File: config.mk
export PLATFORM = sky130hd
export DESIGN_NAME = shift_seq_ctrl
export DESIGN_NICKNAME = d
export VERILOG_FILES = /design/src/rtl/shift_seq_pkg.sv /design/src/rtl/shift_seq_ctrl.sv
export SDC_FILE = /design/constraint.sdc
export NUM_CORES = 1
export LEC_CHECK = 0
export BUFFER_PORTS_ARGS = -buffer_cell sky130_fd_sc_hd__buf_2
export CAP_MARGIN = 20
export CORE_MARGIN = 3
export CORE_UTILIZATION = 48
export CTS_BUF_LIST = sky130_fd_sc_hd__clkbuf_16
export DETAILED_ROUTE_END_ITERATION = 8
export PLACE_DENSITY = 0.7
export SLEW_MARGIN = 40
export SYNTH_ARGS = -nofsm -noshare
export SYNTH_HDL_FRONTEND = slang
export SYNTH_SLANG_ARGS = --single-unit
File: constraint.sdc
create_clock -name clk -period 2.1 [get_ports clk]
set_clock_uncertainty 0.1 [all_clocks]
set_input_delay 0.315 -clock clk [delete_from_list [all_inputs] [get_ports clk]]
set_output_delay 0.315 -clock clk [all_outputs]
set_load 0.005 [all_outputs]
File: src/rtl/shift_seq_pkg.sv
// Shared types for the serial shift-chain sequencer: state encoding and counter sizing.
package shift_seq_pkg;

  localparam logic [1:0] ST_IDLE  = 2'd0;
  localparam logic [1:0] ST_SHIFT = 2'd1;
  localparam logic [1:0] ST_DRAIN = 2'd2;
  localparam logic [1:0] ST_DONE  = 2'd3;

  typedef enum logic [1:0] {
    IDLE  = ST_IDLE,
    SHIFT = ST_SHIFT,
    DRAIN = ST_DRAIN,
    DONE  = ST_DONE
  } state_t;

  function automatic int cnt_width(input int width, input int depth);
    return $clog2(width + depth + 2);
  endfunction

endpackage

File: src/rtl/shift_seq_ctrl.sv
// Serialises a word LSB-first into an external DEPTH-flop chain and reassembles it from the chain output.
// Optional even-parity trailer bit and parity_err output under SHIFT_SEQ_CTRL_PARITY_EN.
module shift_seq_ctrl
  import shift_seq_pkg::*;
#(
  parameter int WIDTH = 8,
  parameter int DEPTH = 4
) (
  input  logic             clk,
  input  logic             rst_n,
  input  logic             in_valid,
  input  logic [WIDTH-1:0] in_data,
  output logic             in_ready,
  output logic             sh_d,
  input  logic             sh_q,
  output logic             out_valid,
  input  logic             out_ready,
  output logic [WIDTH-1:0] out_data,
`ifdef SHIFT_SEQ_CTRL_PARITY_EN
  output logic             parity_err,
`endif
  output logic             busy
);

  localparam int CW = cnt_width(WIDTH, DEPTH);
`ifdef SHIFT_SEQ_CTRL_PARITY_EN
  localparam int PAR_CYC = 1;
`else
  localparam int PAR_CYC = 0;
`endif
  localparam logic [CW-1:0] LAST_SHIFT = CW'(WIDTH - 1 + PAR_CYC);
  localparam logic [CW-1:0] LAST_DRAIN = CW'(WIDTH + DEPTH - 1 + PAR_CYC);

  state_t           r_state;
  logic [CW-1:0]    r_cnt;
  logic [WIDTH-1:0] r_data;
  logic [WIDTH-1:0] r_out_data;
  logic             r_sh_d;
  logic             r_out_vld;
  logic             r_in_rdy;
`ifdef SHIFT_SEQ_CTRL_PARITY_EN
  logic             r_par_err;
`endif

  logic [CW-1:0]    w_c_nxt;
  logic             w_nxt_bit;

  assign w_c_nxt = r_cnt + CW'(1);

  // sh_d is registered, so the bit for cycle c+1 is selected during cycle c.
  always_comb begin
    w_nxt_bit = 1'b0;
    for (int k = 0; k < WIDTH; k++) begin
      if (w_c_nxt == CW'(k)) w_nxt_bit = r_data[k];
    end
`ifdef SHIFT_SEQ_CTRL_PARITY_EN
    if (w_c_nxt == CW'(WIDTH)) w_nxt_bit = ^r_data;
`endif
  end

  always_ff @(posedge clk or negedge rst_n) begin
    if (!rst_n) begin
      r_state    <= IDLE;
      r_cnt      <= '0;
      r_data     <= '0;
      r_out_data <= '0;
      r_sh_d     <= 1'b0;
      r_out_vld  <= 1'b0;
      r_in_rdy   <= 1'b0;
`ifdef SHIFT_SEQ_CTRL_PARITY_EN
      r_par_err  <= 1'b0;
`endif
    end else begin
      case (r_state)
        IDLE: begin
          r_in_rdy <= 1'b1;
          if (in_valid && r_in_rdy) begin
            r_data   <= in_data;
            r_sh_d   <= in_data[0];
            r_cnt    <= '0;
            r_in_rdy <= 1'b0;
`ifdef SHIFT_SEQ_CTRL_PARITY_EN
            r_par_err <= 1'b0;
`endif
            r_state  <= SHIFT;
          end
        end
        SHIFT: begin
          r_cnt <= w_c_nxt;
          if (r_cnt == LAST_SHIFT) begin
            r_sh_d  <= 1'b0;
            r_state <= DRAIN;
          end else begin
            r_sh_d  <= w_nxt_bit;
          end
        end
        DRAIN: begin
          r_cnt <= w_c_nxt;
          if (r_cnt == LAST_DRAIN) begin
            r_out_vld <= 1'b1;
            r_state   <= DONE;
          end
        end
        DONE: begin
          if (out_ready) begin
            r_out_vld <= 1'b0;
            r_in_rdy  <= 1'b1;
            r_cnt     <= '0;
            r_state   <= IDLE;
          end
        end
        default: r_state <= IDLE;
      endcase

      // Bit k emerges from the chain DEPTH cycles after it was driven.
      if (r_state == SHIFT || r_state == DRAIN) begin
        for (int k = 0; k < WIDTH; k++) begin
          if (r_cnt == CW'(k + DEPTH)) r_out_data[k] <= sh_q;
        end
`ifdef SHIFT_SEQ_CTRL_PARITY_EN
        if (r_cnt == CW'(WIDTH + DEPTH)) r_par_err <= sh_q ^ (^r_out_data);
`endif
      end
    end
  end

  assign in_ready  = r_in_rdy;
  assign sh_d      = r_sh_d;
  assign out_valid = r_out_vld;
  assign out_data  = r_out_data;
  assign busy      = (r_state != IDLE);
`ifdef SHIFT_SEQ_CTRL_PARITY_EN
  assign parity_err = r_par_err;
`endif

endmodule

==> impl_metrics.yaml, run 1 <==
outcome:
  status: "completed"
placed_design:
  dp_cells: 182
  portBuffers: 24
  place_ws_ns: 0.0687
  hpwl_mm: 2.04
  gp_congestion: 0.851
  placed_area_sq_um: 1600
global_routing:
  grt_first_pass_wirelength_mm: 4.82
  grt_util_all_layers_pct: 17.9
  grt_pass1_vias: 1053
  antenna_found_initial: 0
  grt_start_max_net_pins: 26
  overflow: 0
logic_synthesis:
  yosys_warnings: 0
  synth.distinct_cells: 39
  syn_inst: 129
  synthArstFlopShare_pct: 100
  yosys-top-cells-count: "dfrtp_1, mux2_2, nand2_1, ha_1, nand3_1"
  synth_nets: 154
  yosys.area.top_type: "dfrtp_1"
  ys_ff_latch: 25
  syn_area_sq_um: 1450
  ys_seq_area_share_pct: 43.1
  yosysMostFrequentCell: "dfrtp_1"
  ys.flop_type: "dfrtp_1"
  synth.area.top_cells: "dfrtp_1, mux2_2, ha_1"
  avgSynthCellArea_sq_um: 11.3
  synth_edf_count: 0
  synth_top_area_share_pct: 43.1
floorplan:
  core-area_sq_um: 2830
  fp.dieW_um: 61.0
  core.rowCount: 19
  start_util_pct: 51.3
  dieArea_sq_um: 3720
  ios: 25
  die_y_um: 61.0
worst_setup_path:
  worstRegToRegCells: 5
  arrival_ns: 2.00
  timing_worst_setup_path_type: "flop to flop"
  r2r_end: "sh_d$_DFFE_PN0P_"
  end_kind: "flop"
  cp-start-kind: "flop"
  path_max_fanout: 10
  reg2reg_setup_slack_ns: 0.15
  cp.required_ns: 2.15
  r2r-start: "r_cnt[0]$_DFFE_PN0P_"
sta:
  max_freq_mhz: 513
  slew_viol_final: 0
  final_hold_viol_count: 0
  rsz0062_at_grt: "no"
  tightest_slew_ns: 0.550
  setup_slack_ns: 0.150
  fin_crit_ns: 1.95
  fin_tns_setup_ns: 0
  slew-limit-headroom_pct: 63.3
  setup_viol: 0
  period_share_pct: 92.8
final_layout:
  multi_input_area_sq_um: 773
  area_growth_syn_to_layout_pct: 16.1
  fillers: 251
  final_cells: 187
  fin_nets: 182
  post-route-cell-area_sq_um: 1690
  regArea_sq_um: 628
  layout-drive-gt1-share_pct: 37.8
  antenna_cells: 0
drt:
  wirelength_mm: 2.72
  dr.first_iter.drc_count: 44
  first_pass_iters: 4
  avgRoutedWirePerCell_um: 14.6
  vias_per_cell: 5.76
  antenna_left: 0
  vias: 1077
  drc: 0
clocking:
  cts_tree: "built"
  cts_buffers: 3
  clock_latency_ns: 0.26
  path_clk_slew_ns: 0.06
  htree_levels: 1
  cts.sinks: 25
  cts-root-buf: "clkbuf_16"
  clk_path_buf_depth: 2
worst_hold_path:
  min_to: "r_data[1]$_DFFE_PN0P_"
  hold_class: "primary input to flop"
  min-delay-start: "in_data[1]"
  hold_path_depth: 2
power:
  power.leakage_uw: 0.000799
  total_power_uw: 2460
  max-vdd-ir-drop_uv: 625
  p_per_area_nw_per_um2: 1460
job:
  cap_violations: 0
-- cell type report --
| class | instances | area share, % |
|---|---|---|
| clock buffer | 3 | 4.45 |
| clock inverter | 1 | 0.223 |
| inverter | 6 | 1.34 |
| multi-input combinational | 94 | 45.8 |
| sequential | 25 | 37.2 |
| tap | 31 | 2.30 |
| timing repair buffer | 27 | 8.61 |
-- worst max path at each step --
stage                    startpoint               end  slack, ns
2_1_floorplan  r_cnt[0]$_DFFE_PN0P_  sh_d$_DFFE_PN0P_       0.27
3_3_place_gp   r_cnt[0]$_DFFE_PN0P_  sh_d$_DFFE_PN0P_       0.21
3_5_place_dp   r_cnt[0]$_DFFE_PN0P_  sh_d$_DFFE_PN0P_       0.07
4_1_cts        r_cnt[0]$_DFFE_PN0P_  sh_d$_DFFE_PN0P_       0.06
5_1_grt        r_cnt[0]$_DFFE_PN0P_  sh_d$_DFFE_PN0P_       0.04
6_report       r_cnt[0]$_DFFE_PN0P_  sh_d$_DFFE_PN0P_       0.15
-- flip-flops by register name, summed over array words and instances (netlist names) --
signal / cells
out_data: 8
out_valid: 1
r_data: 8
in_ready: 1
r_cnt: 4
sh_d: 1
r_state: 2
-- worst max-delay path, stage by stage (launching register included) --
cell and delay (ns):
dfrtp_2 0.48, ha_1 0.31, xnor2_1 0.40, mux2i_1 0.27, nand2_1 0.08, a41o_1 0.21
-- power breakdown --
part	internal, uW	switching (uW)
Combinational	599	536
Clock	255	159
Sequential	714	197
Total	1570	891
-- metrics by stage --
step                hold slack, ns  util, %
finish                       0.184     59.6
global route                 0.198     59.6
CTS                          0.180     59.5
detailed placement           0.242     56.4
global placement             0.231     56.4
floorplan                  -0.0806        -
-- routing by layer --
metal / vias up / track usage [%] / wire, um
met5: - / 0 / 0
met4: 0 / 9.91 / 71
met3: 7 / 3.98 / 113
met2: 29 / 27.6 / 1330
met1: 529 / 23.2 / 1210
li1: 512 / - / -
-- repair_timing --
action	CTS	global route
buffers inserted	0	0
hold buffers	1	0
resized for setup	0	2
setup endpoints to repair	0	1
endpoints found under the hold margin	25	0
-- logic make-up after synthesis --
family	Yosys count	synth area share, %
and+or+nand+nor	39	15.2
xor gates and xnor gates	1	0.603
adders and majority gates	12	10.3
AOI/OAI and AO/OA	19	9.39
muxes	23	17.7
buffers and inverters	10	3.70
DFF	25	43.1
-- placed cells by master (no fill, tap or decap), types with 2 or more instances in the layout --
cell type,n
mux2i_1,4
inv_1,7
or2_2,3
mux2_2,17
dfrtp_2,2
clkbuf_16,3
buf_2,24
ha_1,12
o21ai_0,5
a22o_1,3
dfrtp_1,23
nand2_1,13
nand3b_1,3
nand3_1,8
nor2_1,2
buf_4,2
Power figures use the tool's default switching activity.
==> run 2, diff against run 1 <==
--- a/config.mk
+++ b/config.mk
@@ -12,6 +12,7 @@
 export CTS_BUF_LIST = sky130_fd_sc_hd__clkbuf_16
 export DETAILED_ROUTE_END_ITERATION = 8
 export PLACE_DENSITY = 0.7
+export RECOVER_POWER = 50
 export SLEW_MARGIN = 40
 export SYNTH_ARGS = -nofsm -noshare
 export SYNTH_HDL_FRONTEND = slang
==> impl_metrics.yaml, run 2 (synthesis gave the netlist of run 1 again) <==
outcome:
  status: "completed"
drt:
  drc: 0
  antenna_left: 0
  vias_per_cell: 5.75
  route.met2.wl_mm: 1.33
  wl_met1_mm: 1.20
  avgRoutedWirePerCell_um: 14.5
  first_pass_iters: 4
  wirelength_mm: 2.72
  dr.first_iter.drc_count: 44
  wl_met3_um: 119
  vias: 1076
  top_layer: "met4"
power:
  max-vdd-ir-drop_uv: 625
  p_sw_share_pct: 36.4
  p_per_area_nw_per_um2: 1460
  seqPwrFrac_pct: 37.2
  power.leakage_uw: 0.000788
  intPower_uw: 1560
  p_sw_uw: 892
  clockPowerShare_pct: 16.9
  p_comb_share_pct: 45.9
floorplan:
  core.rowCount: 19
  dieArea_sq_um: 3720
  die_y_um: 61.0
  start_util_pct: 51.3
  fp.dieW_um: 61.0
  core-area_sq_um: 2830
  ios: 25
final_layout:
  layout_common_cells: "dfrtp_1, buf_2, mux2_2"
  layout_commonest_cell: "dfrtp_1"
  area_growth_syn_to_layout_pct: 15.8
  fillers: 249
  fin_util_pct: 59.4
  post-route-cell-area_sq_um: 1680
  fin_nets: 182
  layout-drive-gt1-share_pct: 35.3
  antenna_cells: 0
clocking:
  cts_tree: "built"
  htree_levels: 1
  cts.sinks: 25
  path_clk_slew_ns: 0.06
  cts-root-buf: "clkbuf_16"
  post_cts_buffers: 0
  clk_path_buf_depth: 2
  cts_buffers: 3
  clock_latency_ns: 0.26
global_routing:
  grt_util_all_layers_pct: 17.9
  grt_pass1_vias: 1053
  grt_first_pass_wirelength_mm: 4.82
  antenna_found_initial: 0
  overflow: 0
  grt_start_max_net_pins: 26
worst_setup_path:
  crit_chain: "ha_1 -> xnor2_1 -> mux2i_1 -> nand2_1 -> a41o_1"
  critPathSlowestCell: "dfrtp_2"
  cp_top_family: "flip-flops"
  path_max_fanout: 10
  r2r-start: "r_cnt[0]$_DFFE_PN0P_"
  cp.required_ns: 2.15
  reg2reg_setup_slack_ns: 0.15
  cp_slowest_stage_delay_ns: 0.48
  worstRegToRegCells: 5
  arrival_ns: 2.00
  cp-start-kind: "flop"
  timing_worst_setup_path_type: "flop to flop"
  path_buf_inv: 0
  end_kind: "flop"
  r2r_end: "sh_d$_DFFE_PN0P_"
placed_design:
  placed_area_sq_um: 1600
  portBuffers: 24
  place_ws_ns: 0.0687
  hpwl_mm: 2.04
  gp_congestion: 0.851
job:
  cap_violations: 0
worst_hold_path:
  hold_class: "primary input to flop"
  hold_path_depth: 2
  min_to: "r_data[1]$_DFFE_PN0P_"
  min-delay-start: "in_data[1]"
sta:
  period_share_pct: 92.8
  max_freq_mhz: 513
  tightest_slew_ns: 0.550
  fin_crit_ns: 1.95
  rsz0062_at_grt: "no"
  setup_slack_ns: 0.150
  setup_viol: 0
  slew-limit-headroom_pct: 63.3
  slew_viol_final: 0
  final_hold_viol_count: 0
  fin_tns_setup_ns: 0
==> run 2: cell count changes in the layout (fill, tap and decap cells not counted) <==
cell	previous run	this run
buf_2	24	20
clkbuf_1	0	4
==> run 2: how the worst max path moves through the flow <==
stage	startpoint	to	slack [ns]	depth (start not counted)
2_1_floorplan	r_cnt[0]$_DFFE_PN0P_	sh_d$_DFFE_PN0P_	0.27	6
3_3_place_gp	r_cnt[0]$_DFFE_PN0P_	sh_d$_DFFE_PN0P_	0.21	6
3_5_place_dp	r_cnt[0]$_DFFE_PN0P_	sh_d$_DFFE_PN0P_	0.07	6
4_1_cts	r_cnt[0]$_DFFE_PN0P_	sh_d$_DFFE_PN0P_	0.06	6
5_1_grt	r_cnt[0]$_DFFE_PN0P_	sh_d$_DFFE_PN0P_	0.04	6
6_report	r_cnt[0]$_DFFE_PN0P_	sh_d$_DFFE_PN0P_	0.15	5
==> run 2: per-layer routing <==
metal | up-vias | track usage (%)
met5 | - | 0
li1 | 512 | -
met1 | 528 | 23.2
met3 | 7 | 3.98
met4 | 0 | 9.91
met2 | 29 | 27.6
==> run 2: area by class of cell <==
cell class | count | area, sq um | share of cell area [%]
multi-input combinational | 94 | 773 | 46.0
sequential | 25 | 628 | 37.4
timing repair buffer | 27 | 140 | 8.33
clock buffer | 3 | 75.1 | 4.46
tap | 31 | 38.8 | 2.31
inverter | 6 | 22.5 | 1.34
clock inverter | 1 | 3.75 | 0.223
==> run 2: timing repair <==
| item | 4_1_cts | 5_1_grt |
|---|---|---|
| gates resized for setup | 0 | 2 |
| setup endpoints to repair | 0 | 1 |
| hold buffers | 1 | 0 |
| endpoints found under the hold margin | 25 | 0 |
==> run 2: metrics by stage <==
step | hold slack, ns | power, uW | instances
3_5_place_dp | 0.242 | 2040 | 182
5_1_grt | 0.198 | 2660 | 187
3_3_place_gp | 0.231 | 1990 | 182
6_report | 0.184 | 2450 | 187
2_1_floorplan | -0.0806 | 1710 | 129
4_1_cts | 0.180 | 2480 | 187
==> run 2: power by group through the flow <==
stage               Clock [uW]  Combinational (uW)  Sequential (uW)
floorplan                    0                 853              856
global placement             0                1090              893
detailed placement           0                1130              912
CTS                        431                1140              908
global route               447                1270              949
finish                     413                1130              912
==> run 3, diff against run 2 <==
--- a/config.mk
+++ b/config.mk
@@ -11,6 +11,7 @@
 export CORE_UTILIZATION = 48
 export CTS_BUF_LIST = sky130_fd_sc_hd__clkbuf_16
 export DETAILED_ROUTE_END_ITERATION = 8
+export GPL_TIMING_DRIVEN = 0
 export PLACE_DENSITY = 0.7
 export RECOVER_POWER = 50
 export SLEW_MARGIN = 40
==> impl_metrics.yaml, run 3 (synthesis gave the netlist of run 1 again) <==
clocking:
  path_clk_slew_ns: 0.06
  cts_buffers: 3
  clk_path_buf_depth: 2
  post_cts_buffers: 0
  clock_latency_ns: 0.25
  cts_tree: "built"
  cts-root-buf: "clkbuf_16"
  cts.sinks: 25
  htree_levels: 1
sta:
  fin_tns_setup_ns: 0
  period_share_pct: 94.2
  slew-limit-headroom_pct: 57.2
  fin_crit_ns: 1.98
  setup_viol: 0
  hold_slack_ns: 0.189
  max_freq_mhz: 505
  slew_viol_final: 0
  tightest_slew_ns: 0.642
  final_hold_viol_count: 0
  rsz0062_at_grt: "no"
floorplan:
  fp.dieW_um: 61.0
  core.rowCount: 19
  dieArea_sq_um: 3720
  die_y_um: 61.0
  start_util_pct: 51.3
  ios: 25
  core-area_sq_um: 2830
global_routing:
  grt_util_all_layers_pct: 16.6
  overflow: 0
  grt_start_max_net_pins: 26
  antenna_found_initial: 0
  grt_pass1_vias: 1046
  grt_first_pass_wirelength_mm: 4.62
drt:
  vias_per_cell: 5.53
  dr.first_iter.drc_count: 20
  wirelength_mm: 2.77
  antenna_left: 0
  vias: 1046
  avgRoutedWirePerCell_um: 14.6
  drc: 0
  first_pass_iters: 4
final_layout:
  fin_util_pct: 60.0
  area_growth_syn_to_layout_pct: 16.9
  layout-drive-gt1-share_pct: 35.4
  fin_nets: 184
  antenna_cells: 0
  fillers: 236
  layout_common_cells: "dfrtp_1, buf_2, mux2_2"
  layout_commonest_cell: "dfrtp_1"
power:
  power.leakage_uw: 0.000795
  p_per_area_nw_per_um2: 1440
  max-vdd-ir-drop_uv: 634
worst_setup_path:
  arrival_ns: 2.02
  path_max_fanout: 10
  cp-start-kind: "flop"
  worstRegToRegCells: 6
  r2r-start: "r_cnt[0]$_DFFE_PN0P_"
  end_kind: "flop"
  crit_path_start: "r_cnt[0]$_DFFE_PN0P_"
  timing_worst_setup_path_type: "flop to flop"
  cp.required_ns: 2.14
worst_hold_path:
  min-delay-start: "in_data[1]"
  hold_path_depth: 2
  hold_class: "primary input to flop"
job:
  cap_violations: 0
outcome:
  status: "completed"
placed_design:
  portBuffers: 24
  gp_congestion: 0.797
  hpwl_mm: 2.00
==> run 3: changes by cell type in the layout (fill, tap and decap cells not counted) <==
cell / before / now
buf_4: 2 / 0
clkbuf_1: 4 / 5
buf_6: 0 / 2
clkbuf_2: 0 / 1
==> run 3: final timing paths <==
path,end,slack (ns)
max reg2reg,sh_d$_DFFE_PN0P_,0.12
min,r_data[1]$_DFFE_PN0P_,0.19
max,sh_d$_DFFE_PN0P_,0.12
max in group asynchronous,r_cnt[1]$_DFFE_PN0P_,0.93
min in group asynchronous,out_valid$_DFFE_PN0P_,0.51
min reg2reg,out_data[4]$_DFFE_PN0P_,0.40
==> run 3: area by class of cell <==
cell class	count	area (sq um)	share of cell area, %
flip-flops and latches	25	628	37.0
plain buffers	4	31.3	1.84
clock inverters	1	3.75	0.221
well taps	31	38.8	2.28
inverters	6	22.5	1.33
multi-input cells	94	773	45.5
clock buffers	3	75.1	4.42
repair buffers	25	125	7.37
==> run 3: per-stage QoR <==
step | cells | setup slack (ns) | power, uW | area [sq um]
floorplan | 129 | 0.272 | 1710 | 1450
global placement | 184 | 0.0971 | 1980 | 1610
detailed placement | 184 | 0.0825 | 2040 | 1610
CTS | 189 | 0.0185 | 2480 | 1700
global route | 189 | 0.0129 | 2660 | 1700
finish | 189 | 0.121 | 2440 | 1700
==> run 3: layer usage <==
| metal | part of all wire (%) | track usage, % | up-vias |
|---|---|---|---|
| met2 | 50 | 28.7 | 17 |
| li1 | - | - | 517 |
| met5 | 0 | 0 | - |
| met1 | 46 | 21.5 | 507 |
| met4 | 1.2 | 4.64 | 0 |
| met3 | 2.9 | 2.73 | 5 |
==> run 3: timing repair <==
action	CTS	global route
gates resized for setup	0	2
hold buffers	1	0
endpoints found under the setup margin	0	1
hold endpoints to repair	25	0
==> run 3: critical path, cell delays in order (launching register included) <==
cell      delay (ns)
dfrtp_2         0.46
inv_1           0.14
ha_1            0.27
a211oi_1        0.27
a22oi_1         0.14
or3_1           0.31
a41o_1          0.18
==> run 3: power breakdown <==
part / internal [uW] / leakage [uW] / switching [uW]
Sequential: 714 / 0.000296 / 163
Clock: 254 / 0.0000423 / 159
Combinational: 589 / 0.000457 / 562
Total: 1560 / 0.000795 / 884
